File: src/rtl/csa_word_sequencer_if.sv
// rtl/csa_word_sequencer_if.sv - operand/result handshake bundle for csa_word_sequencer
//
// Purpose : groups the operand-side and result-side valid/ready handshakes
//           together with the data words and the busy status.
// Modports: slave  - the adder block (consumes operands, produces result)
//           master - the producer/consumer driving operands and taking results
// Signals : in_valid/in_ready, a, b, cin   operand handshake and data
//           out_valid/out_ready, sum, cout result handshake and data
//           busy                           block is in RUN or DONE
//           sub/ovf                        only with CSA_SUB_EN defined
// Config  : CSA_SUB_EN adds the sub request and signed-overflow flag.
interface csa_word_sequencer_if #(
    parameter int WIDTH = 16
);
    logic             in_valid;
    logic             in_ready;
    logic [WIDTH-1:0] a;
    logic [WIDTH-1:0] b;
    logic             cin;
    logic             out_valid;
    logic             out_ready;
    logic [WIDTH-1:0] sum;
    logic             cout;
    logic             busy;
`ifdef CSA_SUB_EN
    logic             sub;
    logic             ovf;

    modport slave (
        input  in_valid, a, b, cin, sub, out_ready,
        output in_ready, out_valid, sum, cout, ovf, busy
    );
    modport master (
        output in_valid, a, b, cin, sub, out_ready,
        input  in_ready, out_valid, sum, cout, ovf, busy
    );
`else
    modport slave (
        input  in_valid, a, b, cin, out_ready,
        output in_ready, out_valid, sum, cout, busy
    );
    modport master (
        output in_valid, a, b, cin, out_ready,
        input  in_ready, out_valid, sum, cout, busy
    );
`endif
endinterface

File: src/rtl/csa_word_sequencer.sv
// rtl/csa_word_sequencer.sv - multi-cycle word adder on one shared 4-bit carry-select slice
//
// Purpose : adds two WIDTH-bit operands one nibble per clock, LSB first.
//           The slice precomputes nibble sums for carry-in 0 and 1 and the
//           registered carry picks one, so a word takes WIDTH/4 cycles.
// Ports   : clk    rising-edge clock
//           rst_n  synchronous active-low reset
//           bus    csa_word_sequencer_if.slave (operand and result handshakes,
//                  a, b, cin, sum, cout, busy; sub/ovf with CSA_SUB_EN)
// Config  : CSA_SUB_EN - when defined, sub=1 at accept computes A-B
//           (B inverted, carry forced to 1) and ovf reports signed overflow.
module csa_word_sequencer #(
    parameter int WIDTH = 16
) (
    input  logic                 clk,
    input  logic                 rst_n,
    csa_word_sequencer_if.slave  bus
);
    localparam int NSLICE = WIDTH / 4;
    localparam int IDXW   = (NSLICE > 1) ? $clog2(NSLICE) : 1;

    generate
        if ((WIDTH % 4) != 0 || WIDTH < 4) begin : g_bad_width
            $error("csa_word_sequencer: WIDTH must be a multiple of 4 and >= 4");
        end
    endgenerate

    typedef enum logic [1:0] {IDLE, RUN, DONE} state_t;

    state_t           state_q, state_d;
    logic [WIDTH-1:0] a_q, b_q, sum_q;
    logic             carry_q, cout_q;
    logic [IDXW-1:0]  idx_q;
`ifdef CSA_SUB_EN
    logic             ovf_q;
`endif

    logic             in_ready_w, out_valid_w, busy_w;
    logic             accept, handoff, last;
    logic [3:0]       a_n, b_n, nib_sum;
    logic [4:0]       s0, s1;
    logic             nib_carry;

    assign accept  = bus.in_valid && in_ready_w;
    assign handoff = out_valid_w && bus.out_ready;
    assign last    = (idx_q == IDXW'(NSLICE - 1));

    // Carry-select slice: both candidate sums exist before the carry is known.
    always_comb begin
        a_n = 4'd0;
        b_n = 4'd0;
        for (int i = 0; i < NSLICE; i++) begin
            if (idx_q == IDXW'(i)) begin
                a_n = a_q[4*i +: 4];
                b_n = b_q[4*i +: 4];
            end
        end
        s0        = {1'b0, a_n} + {1'b0, b_n};
        s1        = s0 + 5'd1;
        nib_sum   = carry_q ? s1[3:0] : s0[3:0];
        nib_carry = carry_q ? s1[4]   : s0[4];
    end

    // State register
    always_ff @(posedge clk) begin
        if (!rst_n) begin
            state_q <= IDLE;
        end else begin
            state_q <= state_d;
        end
    end

    // Next-state logic
    always_comb begin
        state_d = state_q;
        case (state_q)
            IDLE:    if (accept)  state_d = RUN;
            RUN:     if (last)    state_d = DONE;
            DONE:    if (handoff) state_d = IDLE;
            default:              state_d = IDLE;
        endcase
    end

    // Outputs decoded from the registered state
    always_comb begin
        in_ready_w  = (state_q == IDLE);
        out_valid_w = (state_q == DONE);
        busy_w      = (state_q == RUN) || (state_q == DONE);
    end

    // Datapath
    always_ff @(posedge clk) begin
        if (!rst_n) begin
            a_q     <= '0;
            b_q     <= '0;
            sum_q   <= '0;
            carry_q <= 1'b0;
            cout_q  <= 1'b0;
            idx_q   <= '0;
`ifdef CSA_SUB_EN
            ovf_q   <= 1'b0;
`endif
        end else if (accept) begin
            a_q   <= bus.a;
            idx_q <= '0;
            sum_q <= '0;
`ifdef CSA_SUB_EN
            // A-B as A + ~B + 1; the caller's cin has no meaning here.
            b_q     <= bus.sub ? ~bus.b : bus.b;
            carry_q <= bus.sub ? 1'b1   : bus.cin;
            ovf_q   <= 1'b0;
`else
            b_q     <= bus.b;
            carry_q <= bus.cin;
`endif
        end else if (state_q == RUN) begin
            for (int i = 0; i < NSLICE; i++) begin
                if (idx_q == IDXW'(i)) begin
                    sum_q[4*i +: 4] <= nib_sum;
                end
            end
            carry_q <= nib_carry;
            if (last) begin
                cout_q <= nib_carry;
`ifdef CSA_SUB_EN
                // Overflow: operand signs agree but the result sign differs.
                ovf_q  <= (a_q[WIDTH-1] == b_q[WIDTH-1]) && (nib_sum[3] != a_q[WIDTH-1]);
`endif
            end else begin
                idx_q <= idx_q + 1'b1;
            end
        end
    end

    assign bus.in_ready  = in_ready_w;
    assign bus.out_valid = out_valid_w;
    assign bus.busy      = busy_w;
    assign bus.sum       = sum_q;
    assign bus.cout      = cout_q;
`ifdef CSA_SUB_EN
    assign bus.ovf       = ovf_q;
`endif

endmodule

File: src/flat_wrapper.sv
// flat-port wrapper written by rule: the top's interface ports become plain ports
module csa_word_sequencer_flat 
#(
    parameter int WIDTH = 16
)
  (clk, rst_n, bus_in_valid, bus_a, bus_b, bus_cin, bus_out_ready, bus_in_ready, bus_out_valid, bus_sum, bus_cout, bus_busy);
  csa_word_sequencer_if #(.WIDTH(WIDTH)) bus_i ();
  input  logic clk;
  input  logic rst_n;
  input wire logic [$bits(bus_i.in_valid)-1:0] bus_in_valid;
  input wire logic [$bits(bus_i.a)-1:0] bus_a;
  input wire logic [$bits(bus_i.b)-1:0] bus_b;
  input wire logic [$bits(bus_i.cin)-1:0] bus_cin;
  input wire logic [$bits(bus_i.out_ready)-1:0] bus_out_ready;
  output wire logic [$bits(bus_i.in_ready)-1:0] bus_in_ready;
  output wire logic [$bits(bus_i.out_valid)-1:0] bus_out_valid;
  output wire logic [$bits(bus_i.sum)-1:0] bus_sum;
  output wire logic [$bits(bus_i.cout)-1:0] bus_cout;
  output wire logic [$bits(bus_i.busy)-1:0] bus_busy;
  assign bus_i.in_valid = bus_in_valid;
  assign bus_i.a = bus_a;
  assign bus_i.b = bus_b;
  assign bus_i.cin = bus_cin;
  assign bus_i.out_ready = bus_out_ready;
  assign bus_in_ready = bus_i.in_ready;
  assign bus_out_valid = bus_i.out_valid;
  assign bus_sum = bus_i.sum;
  assign bus_cout = bus_i.cout;
  assign bus_busy = bus_i.busy;
  csa_word_sequencer #(.WIDTH(WIDTH)) u_core (.clk(clk), .rst_n(rst_n), .bus(bus_i));
endmodule
File: config.mk
export PLATFORM = sky130hd
export DESIGN_NAME = csa_word_sequencer_flat
export DESIGN_NICKNAME = d
export VERILOG_FILES = /design/src/rtl/csa_word_sequencer_if.sv /design/src/rtl/csa_word_sequencer.sv /design/src/flat_wrapper.sv
export SDC_FILE = /design/constraint.sdc
export NUM_CORES = 1
export LEC_CHECK = 0
export CORE_UTILIZATION = 32
export DETAILED_ROUTE_END_ITERATION = 6
export PLACE_DENSITY = 0.57
export SLEW_MARGIN = 0
export SYNTH_ARGS = -nofsm -noshare
export SYNTH_HDL_FRONTEND = slang
export SYNTH_SLANG_ARGS = --single-unit
File: constraint.sdc
create_clock -name clk -period 3.1 [get_ports clk]
set_input_delay 0.62 -clock clk [delete_from_list [all_inputs] [get_ports clk]]
set_output_delay 0.62 -clock clk [all_outputs]
set_load 0.02 [all_outputs]
## After elaboration in Yosys (flattened, before gate mapping)

Index checks and enable logic that the tools add are counted.

- Register bits after elaboration: 54
- Input port bits: 37
- Word-level logic and storage cells: 54

- Add/sub/neg operators: 3
- Equal/unequal tests: 8
- Multiplexer cells: 16
- Bitwise operators: 3
- Reduce and logical (&&, ||, !) cells: 14

Operators by type and width:

| operator | number |
|---|---|
| 4-bit two-way mux | 9 |
| 2-bit AND reduction | 5 |
| 2-bit equality test (second input constant) | 3 |
| 2-bit two-way mux | 3 |
| 2-bit one-hot mux with 3 select lines | 1 |
| 3-bit AND reduction | 2 |
| 4-bit by 4-bit adder with 5-bit output | 1 |
| 5-bit by 1-bit adder with 5-bit output (second input constant) | 1 |
| 2-bit by 1-bit equality test with 1-bit output (second input constant) | 2 |
| 2-bit logical NOT | 2 |
| 2-bit inequality test (second input constant) | 2 |
| 1-bit two-way mux | 3 |
| 1-bit inverter | 3 |
| 2-bit by 1-bit adder with 2-bit output (second input constant) | 1 |
| 1-bit logical AND | 2 |
| 2-bit by 1-bit inequality test with 1-bit output (second input constant) | 1 |
| 2-bit nonzero test | 1 |
| 2-bit OR reduction | 1 |
| 1-bit logical OR | 1 |

## Depth between registers and ports, before layout

- Word-level depth: 10
- Depth in mapped cells: 14

## Least setup slack after synthesis

OpenSTA, ideal clock, no wires.

- Kind: reg-to-reg
- Start point: register u_core.idx_q[0]
- End point: register u_core.cout_q, in the netlist u_core.bus.cout
- Setup time: 122 ps
- Arrival time: 2737 ps
- Setup slack: 241 ps
- Stages on the path, launching flop included: 13
- Buffers on the path: 2
- Cell sequence: dfxtp_1 > inv_1 > ha_1 > clkbuf_1 > clkbuf_1 > a21oi_1 > o21ai_1 > ha_1 > fa_1 > ha_1 > o2111a_2 > a211oi_1 > a311o_1

- Longest elaborated chain between the ends: 8

Ends and longest elaborated chain:

| what | line | text |
|---|---|---|
| from (decl) | csa_word_sequencer.sv:33 | `logic [IDXW-1:0] idx_q;` |
| from (signal assigned) | csa_word_sequencer.sv:130 | `idx_q <= idx_q + 1'b1;` |
| 2-bit logical NOT | csa_word_sequencer.sv:53 | `if (idx_q == IDXW'(i)) begin` |
| 4-bit two-way mux (4 in a row) | csa_word_sequencer.sv:53 |  |
| 4-bit by 4-bit adder with 5-bit output | csa_word_sequencer.sv:58 | `s0 = {1'b0, a_n} + {1'b0, b_n};` |
| 5-bit by 1-bit adder with 5-bit output | csa_word_sequencer.sv:59 | `s1 = s0 + 5'd1;` |
| 1-bit two-way mux | csa_word_sequencer.sv:61 | `nib_carry = carry_q ? s1[4] : s0[4];` |
| to (signal assigned) | csa_word_sequencer.sv:124 | `cout_q <= nib_carry;` |
| to (decl) | csa_word_sequencer.sv:32 | `logic carry_q, cout_q;` |

Parallel ways exist; a longest one is shown, timed or not.
A chain may end at the register's enable or synchronous reset.

## Worst setup path in the final report

Ends and elaborated chain as after synthesis.

==> impl_metrics.tcl <==
set metrics [dict create \
    status "finished clean" \
    finalHoldViolCount 0 \
    fin_skew_ns 0.008263 \
    power_frac_comb_pct 27.7 \
    synth_warnings 0 \
    ys_seq_elements 54 \
    die-area_um2 8694 \
    rr_worst_depth 11 \
    synth_area_leaders "dfxtp_1, nand2_1, a21boi_1" \
    ys_seq_area_share_pct 40.58 \
    clock_latency_ns 0.30 \
    regToRegSetupSlack_ns 0.20 \
    final_cell_mix "nand2_1, clkdlybuf4s50_1, dfxtp_1, a21boi_1, nor2_1" \
    finalWorstPathRequiredPeriod_ns 2.902 \
    syn_area_per_cell_um2 8.171 \
    synth_area_um2 2664 \
    clk_transition_reported_paths_ns 0.10 \
    dp_hpwl_um 4544 \
    drt_wl_total_um 6026 \
    fmax_ghz 0.3446 \
    wl_per_cell_um 12.66 \
    grt_remaining_overflow 0 \
    slew_viol_final 0 \
    rows 32 \
    synth_cell_type_count 35 \
    grt_pass1_wl_um 10380 \
    grt_max_degree 37 \
    track_usage_pct 15.08 \
    htree_levels 2 \
    p_clk_share_pct 27.0 \
    slew_headroom_pct 58.65 \
    rsz0062_at_grt "no" \
    cts-root-buf "clkbuf_8" \
    netSwitchingPower_mw 0.5284 \
    synth_top_area_cell "dfxtp_1" \
    clk_path_buf_depth 2 \
    place_ws_ns 0.07006 \
    drv_cap 0 \
    post_cts_buffers 0 \
    drc_errors 0 \
    start_kind "flip-flop" \
    cp.arrival_ns 3.10 \
    cp_max_fo 14 \
    antenna_found_initial 0 \
    setup.worst_path.class "flip-flop to flip-flop" \
    p_per_area_nw_per_um2 499.8 \
    setup_viol 0 \
    power.internal_mw 1.202 \
    synth_top_area_share_pct 40.58 \
    peakVddDrop_v 0.0002288 \
    tns_ns 0 \
    cts_num_sinks 54 \
    drtAntennaViolNets 0 \
    drtIter0Drc 104 \
    die_h_um 93.24 \
    hold_buffers 0 \
    tightest_slew_ns 0.6188 \
    worstPathRequired_ns 3.30 \
    p_leak_nw 1.261 \
    finalCritPeriodShare_pct 93.61 \
    drt_first_pass_iters 6 \
    cp-end-kind "flip-flop" \
    hold_depth 2 \
    cts_made_buffers 5 \
    via_per_inst 4.853 \
    drive_gt1_share_pct 6.684 \
    synthCells 326 \
    cts_tree "done" \
    hold_class "flip-flop to flip-flop" \
    core-area_um2 7888 \
    grt_pass1_vias 2188 \
    gp_congestion 0.7703 \
    postLayoutCoreUtil_pct 43.91 \
    numPortBuffers 56 \
    vias 2310 \
    areaGrowthSynthToFinish_pct 30.01 \
    diodes 0 \
    nNetsFinal 424 \
    initial_utilization_pct 33.77 \
    boundaryPins 57 \
    post_cts_resized 0 \
    seqPwrFrac_pct 45.3 \
    fp.dieW_um 93.24 \
    fin_ws_ns 0.1982 \
    syn_nets 377 \
    swShare_pct 30.53 \
    final_common_cell "nand2_1" \
]
==> final timing paths <==
kind | startpoint | to
worst max register to register | u_core.idx_q[0]$_SDFFE_PP0P_ | u_core.bus.cout$_SDFFE_PN0P_
worst min register to register | u_core.a_q[9]$_SDFFE_PN0P_ | u_core.a_q[9]$_SDFFE_PN0P_
worst min-delay path | u_core.a_q[9]$_SDFFE_PN0P_ | u_core.a_q[9]$_SDFFE_PN0P_
worst max-delay path | u_core.idx_q[0]$_SDFFE_PP0P_ | u_core.bus.cout$_SDFFE_PN0P_
==> stage by stage <==
step,cells,cell area (um2),hold slack [ns],power [mW]
finish,476,3463,0.4588,1.731
CTS,476,3431,0.4623,1.744
global placement,468,3321,0.4468,1.268
floorplan,326,2664,0.4351,1.108
global route,476,3463,0.4762,1.845
detailed placement,468,3321,0.4491,1.275
==> layout make-up <==
cell class / instances / area (um2)
Multi-Input combinational cell: 243 / 1504
Clock inverter: 2 / 37.54
Tap cell: 102 / 127.6
Inverter: 5 / 18.77
Fill cell: 806 / 4424
Sequential cell: 54 / 1082
Timing Repair Buffer: 64 / 620.6
Clock buffer: 6 / 72.57
==> critical path, stage by stage (launching register included) <==
cell and delay [ns]:
dfxtp_2 0.36, inv_1 0.10, ha_2 0.36, buf_4 0.18
a21oi_1 0.04, a21oi_1 0.17, o21ai_1 0.12, fa_1 0.63
ha_1 0.19, o2111a_2 0.24, a211oi_1 0.08, a311o_1 0.32
==> power by group through the flow <==
stage	Clock (mW)	Combinational, mW	Sequential, mW
2_1_floorplan	0	0.316	0.793
3_3_place_gp	0	0.469	0.799
3_5_place_dp	0	0.475	0.800
4_1_cts	0.483	0.477	0.784
5_1_grt	0.516	0.536	0.793
6_report	0.467	0.480	0.784
==> synth_stat cells, drive strengths merged <==
master  number
buf          1
o31ai        1
a21oi       19
nand2       84
o21bai       1
dfxtp       54
ha          13
and3         2
a211oi      17
o311a        1
a21o         1
nand3        4
a311o        1
nand3b       8
a211o        1
inv          5
o211a        1
o2111a       1
nor2        20
nand4        2
and2         5
a21boi      32
xor2         1
o22a         1
xnor2        4
mux2i        6
and4b        1
nor4         1
clkbuf      23
fa           1
o21ai       10
nor2b        3
nor3b        1
==> flip-flops by register name, indices dropped and copies added, names as in the netlist <==
signal           count
u_core.a_q          16
u_core.b_q          16
u_core.bus.sum      16
u_core.idx_q         2
u_core.state_q       2
u_core.bus.cout      1
u_core.carry_q       1
==> layer usage <==
layer	up-vias	share of wire (%)	track usage (%)
met1	1053	49	19.94
li1	1202	-	-
met2	49	46	24.33
met3	6	3.7	2.846
met5	-	0	0
met4	0	1.4	5.641
==> cell families (layout without fill, tap and decap cells) <==
group | after synthesis | in the layout | synth area share [%]
buf+inv | 29 | 77 | 4.133
compound gates | 87 | 87 | 22.87
xor+xnor | 5 | 5 | 1.926
fa+ha+maj | 14 | 14 | 6.858
simple gates | 131 | 131 | 21.37
flops | 54 | 54 | 40.58
mux | 6 | 6 | 2.255
(Power assumes the default switching activity.)
